**config.mk**
```make
export PLATFORM = sky130hd
export DESIGN_NAME = reg_commit_ctrl
export DESIGN_NICKNAME = d
export VERILOG_FILES = /design/src/rtl/reg_commit_ctrl_pkg.sv /design/src/rtl/reg_commit_ctrl.sv
export SDC_FILE = /design/constraint.sdc
export NUM_CORES = 1
export LEC_CHECK = 0
export CAP_MARGIN = 25
export CORE_UTILIZATION = 30
export DETAILED_ROUTE_END_ITERATION = 7
export SLEW_MARGIN = 20
export SYNTH_ARGS = -nofsm -noshare
export SYNTH_HDL_FRONTEND = slang
export SYNTH_SLANG_ARGS = --single-unit
```
**constraint.sdc**
```tcl
create_clock -name clk_in -period 3.3 [get_ports clk_in]
set_clock_uncertainty 0.05 [all_clocks]
set_input_delay 0.495 -clock clk_in [delete_from_list [all_inputs] [get_ports clk_in]]
set_output_delay 0.495 -clock clk_in [all_outputs]
set_load 0.01 [all_outputs]
```
**src/rtl/reg_commit_ctrl_pkg.sv**
```systemverilog
// Shared constants for the commit controller: data/register/tag widths,
// reset values and the FSM state encoding.
package reg_commit_ctrl_pkg;

    localparam int ROB_W_DEF   = 4;   // default ROB tag width
    localparam int REG_W       = 5;   // architectural register index width
    localparam int DATA_W      = 32;  // result / PC width
    localparam int CNT_W       = 32;  // retired-entry counter width
    localparam int FLUSH_CNT_W = 4;   // holds FLUSH_CYCLES up to 15

    localparam logic [REG_W-1:0]       RD_RST    = '0;
    localparam logic [DATA_W-1:0]      DATA_RST  = '0;
    localparam logic [CNT_W-1:0]       COUNT_RST = '0;
    localparam logic [FLUSH_CNT_W-1:0] FCNT_RST  = '0;

    typedef enum logic [1:0] {
        IDLE   = 2'd0,
        FLUSH  = 2'd1,
        RESUME = 2'd2
    } state_t;

endpackage

```
**src/rtl/reg_commit_ctrl.sv**
```systemverilog
// In-order commit controller: retires the ROB head into the register file,
// and on a mispredicted head runs a rollback sequence
// (FLUSH with rollback_flag held, then one quiet RESUME cycle) while
// stalling dispatch and redirecting fetch.
//
// Handshake: head_pop is the only ready-side signal. An entry is consumed on
// a rising edge exactly when head_pop is high, i.e. IDLE, rdy_in, head_valid
// and head_ready are all high in the cycle before that edge.
//
// Mispredict timeline for FLUSH_CYCLES = N (cycle 1 = first after the pop):
//   cycle 1         : FLUSH, commit_flag and pc_redirect_valid pulse
//   cycles 2..N+1   : FLUSH, rollback_flag = 1
//   cycle N+2       : RESUME, rollback_flag = 0
//   stall_dispatch is high over cycles 1..N+2.
module reg_commit_ctrl
    import reg_commit_ctrl_pkg::*;
#(
    parameter int ROB_W        = ROB_W_DEF,
    parameter int FLUSH_CYCLES = 2
) (
    input  logic              clk_in,
    input  logic              rst_in,
    input  logic              rdy_in,
    input  logic              head_valid,
    input  logic              head_ready,
    input  logic [ROB_W-1:0]  head_rob_id,
    input  logic [REG_W-1:0]  head_rd,
    input  logic [DATA_W-1:0] head_value,
    input  logic              head_mispredict,
    input  logic [DATA_W-1:0] head_target_pc,
    output logic              head_pop,
    output logic              commit_flag,
    output logic [REG_W-1:0]  rd_to_reg,
    output logic [DATA_W-1:0] V_to_reg,
    output logic [ROB_W-1:0]  Q_to_reg,
    output logic              rollback_flag,
    output logic              pc_redirect_valid,
    output logic [DATA_W-1:0] pc_redirect,
    output logic              stall_dispatch,
    output logic [CNT_W-1:0]  commit_count,
    output logic [1:0]        dbg_state
);

    localparam logic [FLUSH_CNT_W-1:0] FLUSH_LOAD = FLUSH_CNT_W'(FLUSH_CYCLES);
    localparam logic [FLUSH_CNT_W-1:0] FCNT_ONE   = FLUSH_CNT_W'(1);

    state_t                 state_q, state_d;
    logic [FLUSH_CNT_W-1:0] flush_cnt_q, flush_cnt_d;
    logic                   commit_flag_q, commit_flag_d;
    logic [REG_W-1:0]       rd_q, rd_d;
    logic [DATA_W-1:0]      v_q, v_d;
    logic [ROB_W-1:0]       tag_q, tag_d;
    logic                   rollback_q, rollback_d;
    logic                   redirect_valid_q, redirect_valid_d;
    logic [DATA_W-1:0]      redirect_q, redirect_d;
    logic                   stall_q, stall_d;
    logic [CNT_W-1:0]       count_q, count_d;
    logic                   pop;

    // Pop decision plus next-state / next-output computation; everything
    // holds when rdy_in is low.
    always_comb begin
        pop              = (state_q == IDLE) && rdy_in && head_valid && head_ready;
        state_d          = state_q;
        flush_cnt_d      = flush_cnt_q;
        commit_flag_d    = commit_flag_q;
        rd_d             = rd_q;
        v_d              = v_q;
        tag_d            = tag_q;
        rollback_d       = rollback_q;
        redirect_valid_d = redirect_valid_q;
        redirect_d       = redirect_q;
        stall_d          = stall_q;
        count_d          = count_q;
        if (rdy_in) begin
            commit_flag_d    = 1'b0;
            redirect_valid_d = 1'b0;
            rollback_d       = 1'b0;
            case (state_q)
                IDLE: begin
                    if (pop) begin
                        commit_flag_d = 1'b1;
                        rd_d          = head_rd;
                        v_d           = head_value;
                        tag_d         = head_rob_id;
                        count_d       = count_q + 32'd1;
                        if (head_mispredict) begin
                            state_d          = FLUSH;
                            flush_cnt_d      = FLUSH_LOAD;
                            redirect_valid_d = 1'b1;
                            redirect_d       = head_target_pc;
                        end
                    end
                end
                FLUSH: begin
                    if (flush_cnt_q != FCNT_RST) begin
                        rollback_d  = 1'b1;
                        flush_cnt_d = flush_cnt_q - FCNT_ONE;
                    end else begin
                        state_d = RESUME;
                    end
                end
                RESUME: begin
                    state_d = IDLE;
                end
                default: begin
                    state_d = IDLE;
                end
            endcase
            stall_d = (state_d != IDLE);
        end
    end

    // FSM state, flush counter and all registered outputs.
    always_ff @(posedge clk_in or posedge rst_in) begin
        if (rst_in) begin
            state_q          <= IDLE;
            flush_cnt_q      <= FCNT_RST;
            commit_flag_q    <= 1'b0;
            rd_q             <= RD_RST;
            v_q              <= DATA_RST;
            tag_q            <= '0;
            rollback_q       <= 1'b0;
            redirect_valid_q <= 1'b0;
            redirect_q       <= DATA_RST;
            stall_q          <= 1'b0;
            count_q          <= COUNT_RST;
        end else begin
            state_q          <= state_d;
            flush_cnt_q      <= flush_cnt_d;
            commit_flag_q    <= commit_flag_d;
            rd_q             <= rd_d;
            v_q              <= v_d;
            tag_q            <= tag_d;
            rollback_q       <= rollback_d;
            redirect_valid_q <= redirect_valid_d;
            redirect_q       <= redirect_d;
            stall_q          <= stall_d;
            count_q          <= count_d;
        end
    end

    assign head_pop          = pop;
    assign commit_flag       = commit_flag_q;
    assign rd_to_reg         = rd_q;
    assign V_to_reg          = v_q;
    assign Q_to_reg          = tag_q;
    assign rollback_flag     = rollback_q;
    assign pc_redirect_valid = redirect_valid_q;
    assign pc_redirect       = redirect_q;
    assign stall_dispatch    = stall_q;
    assign commit_count      = count_q;
    assign dbg_state         = state_q;

endmodule

```
==> results.tsv, run 1 <==
metric	value	unit
status	finished clean	
antenna violations before repair	1	
drt wl/cell	15.6	µm
dpl ws	0.648	ns
Synth Flop Type	dfrtp_1	
flip-flop and latch area	2880	µm²
Setup CP Type	input pin to output pin	
crit path max fanout	7	
number of port buffers	190	
simple-gate portion of the synthesized area	0.0980	
fmax	381	MHz
Compound-Gate Fraction of Synth Area	0.0134	
footprint of the multi-input gates	1690	µm²
syn nets	408	
fin crit share	0.795	
DP Area	6790	µm²
Post-synth top cells	115 x dfrtp_1, 74 x mux2_2, 26 x xnor2_1	
die height	127	µm
Crit path required time	2.75	ns
CTS max path bufs	2	
drt drc	0	
post-synthesis xor/xnor area fraction	0.0617	
Routed Antenna Nets	0	
crit path DAT	2.08	ns
Yosys top cell by area	dfrtp_1	
HPWL Detailed	8.11	mm
CTS resizes	0	
core area	15200	µm²
n_diodes	0	
crit start category	input pin	
asr flop ratio synth	1.00	
Worst VDD drop	388	µV
slew margin rel.	0.484	
TNS Setup	0	ns
Yosys warning count	0	
Hold WC Path Type	register to register	
Post-synth EDFFs	0	
Pwr Density	827	nW/µm²
Setup Buffers After CTS	0	
Via density	4.67	
final WL	11.3	mm
Layout area overhead	56.4	%
number of global-route vias before repair	3610	
capturing element type of the critical path	output pin	
# rows	45	
first-pass GRT wire length	18.7	mm
Sinks on Clock Net	115	
Leak	3.04	nW
syn_area_per_cell	14.4	µm²
Final Instance Area	7330	µm²
Post-Synthesis Cells	326	
Filler Cells Inserted	1349	
Worst Tran Pin Value	0.772	ns
hold-fix buffers at CTS	0	
Synth top area share	0.614	
Cell Area, Synth	4690	µm²
Pwr Total	6.06	mW
final hold vios	0	
TritonCTS clock tree	built	
register area share after synthesis	0.614	
adder-cell share of the synthesized area	0.00801	
crit path time final	2.62	ns
largest net degree at the start of global routing	52	
r2r setup slk	1.31	ns
final design utilization	0.482	
largest cells by area after synthesis	dfrtp_1 61%, mux2_2 18%, xnor2_1 4.9%, nand4_1 2.7%, nand3_1 1.7%	
Inserted Clock Buffers	17	
post-synth cell types	31	
1st-iter DRT viols	125	
routability congestion estimate	0.761	
DIE AREA	16100	µm²
number of synthesized register bits	115	
final worst slack	0.677	ns
RSZ-0062 raised after global routing	no	
Clock transition at path regs	0.05	ns
DRT Pass-1 Iters	5	
most numerous cell in the Yosys netlist	dfrtp_1	
Worst-Skew Late Latency	0.40	ns
Clock Root Buffer	clkbuf_16	
final setup vio count	0	
die width	127	µm
max-slew violations	0	
main combinational cell family by area after synthesis	multiplexers	
mux cell area share after synthesis	0.178	
H-tree depth	4	
Final #Nets	610	
GRT Overall Usage	0.151	
GRT overflow	0	
# IOs	191	
vias	3394	
Max-cap violations	0	
layout cell share with drive strength beyond 1	0.204	
initial core utilization	0.308	
cells by family after synthesis:
group / count (synthesis)
AOI/OAI and AO/OA: 10
xor gates and xnor gates: 33
buffers and inverters: 19
adders and majority gates: 3
muxes: 74
and+or+nand+nor: 72
DFF: 115
worst max-delay path: stages:
cell and delay (ns):
clkdlybuf4s50_1 0.68, nand4b_4 0.21, nor2_4 0.13, clkdlybuf4s50_1 0.57
per-layer routing:
| metal | up-vias | routed length [µm] | track usage |
|---|---|---|---|
| met5 | - | 16 | 0 |
| met4 | 2 | 231 | 0.0714 |
| met3 | 26 | 745 | 0.0570 |
| met1 | 1692 | 4630 | 0.176 |
| li1 | 1565 | - | - |
| met2 | 109 | 5690 | 0.247 |
worst paths after layout:
| check | depth (start not counted) | startpoint | end |
|---|---|---|---|
| worst max register to register | 5 | commit_count[0] | commit_count[28] |
| min in group asynchronous | 2 | rst_in | V_to_reg[29] |
| worst max-delay path | 4 | rdy_in | head_pop |
| worst min-delay path | 1 | commit_count[31] | commit_count[31] |
| worst min register to register | 1 | commit_count[31] | commit_count[31] |
| max in group asynchronous | 3 | rst_in | flush_cnt_q[1] |
where the power goes:
| group | switching (mW) | total [mW] | internal [mW] |
|---|---|---|---|
| logic | 0.767 | 2.11 | 1.34 |
| registers | 0.325 | 2.26 | 1.94 |
| clock network | 0.596 | 1.69 | 1.09 |
layout make-up:
cell class                 count  share of cell area
timing repair buffer         195               0.268
clock buffer                  23              0.0611
inverter                       7             0.00410
tap                          188              0.0321
multi-input combinational    192               0.230
sequential                   115               0.393
clock inverter                 7              0.0116
through the flow:
step | hold WS (ns) | cells
5_1_grt | 0.461 | 727
3_5_place_dp | 0.417 | 697
3_3_place_gp | 0.411 | 697
2_1_floorplan | 0.433 | 326
4_1_cts | 0.426 | 727
6_report | 0.418 | 727
cell usage in the layout, fill, tap and decap left out, types with 6 or more instances in the layout:
cell,synthesis,routed
inv_1,7,6
nand3_1,16,16
xor2_1,7,7
clkbuf_1,0,6
dfrtp_1,115,115
and3_1,6,6
clkdlybuf4s50_1,0,190
mux2_2,74,74
xnor2_1,26,26
nand4_1,20,20
nand2_1,8,8
clkbuf_16,0,17
No activity file was read; power rests on OpenSTA's default activity.
==> inputs of run 2 (changes only) <==
==> constraint.sdc (replaced) <==
create_clock -name clk_in -period 2.6 [get_ports clk_in]
set_clock_uncertainty 0.05 [all_clocks]
set_input_delay 0.39 -clock clk_in [delete_from_list [all_inputs] [get_ports clk_in]]
set_output_delay 0.39 -clock clk_in [all_outputs]
set_load 0.01 [all_outputs]
==> run 2 against run 1 <==
Against the previous run: core utilization up 0.35 points; flip-flop and latch count unchanged; register-to-register slack worse by 0.49 ns; highest routed layer is now met4.
==> results.tsv, run 2 (synthesized netlist as in run 1, its figures left out) <==
metric	value	unit
status	finished clean	
fin crit share	0.874	
first-pass GRT wire length	18.8	mm
placed insts	701	
most frequent cells in the layout	190 x clkdlybuf4s50_1, 115 x dfrtp_1, 74 x mux2_2, 26 x xnor2_1, 20 x nand4_1	
Inserted Clock Buffers	17	
largest net degree at the start of global routing	43	
WHS	0.359	ns
GRT Overall Usage	0.152	
final hold vios	0	
n_diodes	0	
TNS Setup	0	ns
Non-Filler Instances	731	
Routed Antenna Nets	0	
Crit path required time	2.16	ns
Setup Buffers After CTS	0	
drt wl/cell	15.7	µm
CTS resizes	0	
die width	127	µm
final setup vio count	0	
hold-fix buffers at CTS	0	
Worst-Skew Late Latency	0.41	ns
Setup CP Type	input pin to output pin	
Clock transition at path regs	0.05	ns
leading cell type in the layout, fill and taps excluded	clkdlybuf4s50_1	
Max-cap violations	0	
DIE AREA	16100	µm²
final WL	11.5	mm
H-tree depth	4	
number of port buffers	190	
routability congestion estimate	0.741	
fmax	440	MHz
TritonCTS clock tree	built	
# IOs	191	
crit start category	input pin	
die height	127	µm
Via density	4.70	
1st-iter DRT viols	144	
core area	15200	µm²
Final #Nets	614	
vias	3433	
GRT overflow	0	
initial core utilization	0.308	
max-slew violations	0	
crit path time final	2.27	ns
Leak	3.08	nW
crit path max fanout	5	
HPWL Detailed	8.19	mm
CTS max path bufs	2	
Layout area overhead	57.5	%
Worst Tran Pin Value	0.618	ns
RSZ-0062 raised after global routing	no	
Pwr Density	1040	nW/µm²
capturing element type of the critical path	output pin	
slew margin rel.	0.587	
crit path DAT	1.83	ns
number of global-route vias before repair	3600	
Clock Root Buffer	clkbuf_16	
Sinks on Clock Net	115	
antenna violations before repair	0	
# rows	45	
layout cell share with drive strength beyond 1	0.215	
DRT Pass-1 Iters	4	
Hold WC Path Type	input pin to async pin	
Worst VDD drop	678	µV
drt drc	0	
run 2: critical path: stages:
cell,delay [ns]
clkdlybuf4s50_1,0.55
nand4b_4,0.18
nor2_4,0.14
clkdlybuf4s50_1,0.57
run 2: final cells by class:
cell class                      instances  area, µm²
Tap cell                              188        235
Clock buffer                           25        505
Fill cell                            1374       7820
Sequential cell                       115       2880
Timing Repair Buffer                  199       1990
Inverter                                7       30.0
Clock inverter                          5       50.0
Multi-Input combinational cell        192       1690
run 2: where the power goes:
group / total, mW / internal, mW / switching, mW / leakage (nW)
Combinational: 2.67 / 1.71 / 0.965 / 1.36
Sequential: 2.87 / 2.46 / 0.412 / 1.44
Clock: 2.17 / 1.42 / 0.748 / 0.279
Total: 7.71 / 5.59 / 2.12 / 3.08
run 2: worst paths after layout:
check                            startpoint  cells past startpoint  slack, ns               end
max                              head_ready                      4       0.33          head_pop
max in group asynchronous            rst_in                      3       1.54  commit_count[31]
min in group clk_in        commit_count[31]                      1       0.43  commit_count[31]
min reg2reg                commit_count[31]                      1       0.43  commit_count[31]
min                                  rst_in                      2       0.36      rd_to_reg[0]
max reg2reg                    dbg_state[0]                      4       0.82   pc_redirect[24]
run 2: per-stage QoR:
stage                     area [µm²]  total power [mW]  utilization  worst slack, ns
after global routing            7380              8.15        0.485            0.256
final                           7380              7.71        0.485            0.327
after detailed placement        6820              5.59        0.449            0.309
after global placement          6820              5.54        0.449            0.302
after CTS                       7380              7.83        0.485            0.301
after floorplan                 4690              3.94            -            0.761
run 2: routing by layer:
metal,vias to the layer above,GRT usage,wire length [µm]
met5,-,0,0
li1,1580,-,-
met3,13,0.0620,811
met2,111,0.245,5840
met4,0,0.0560,161
met1,1729,0.183,4670
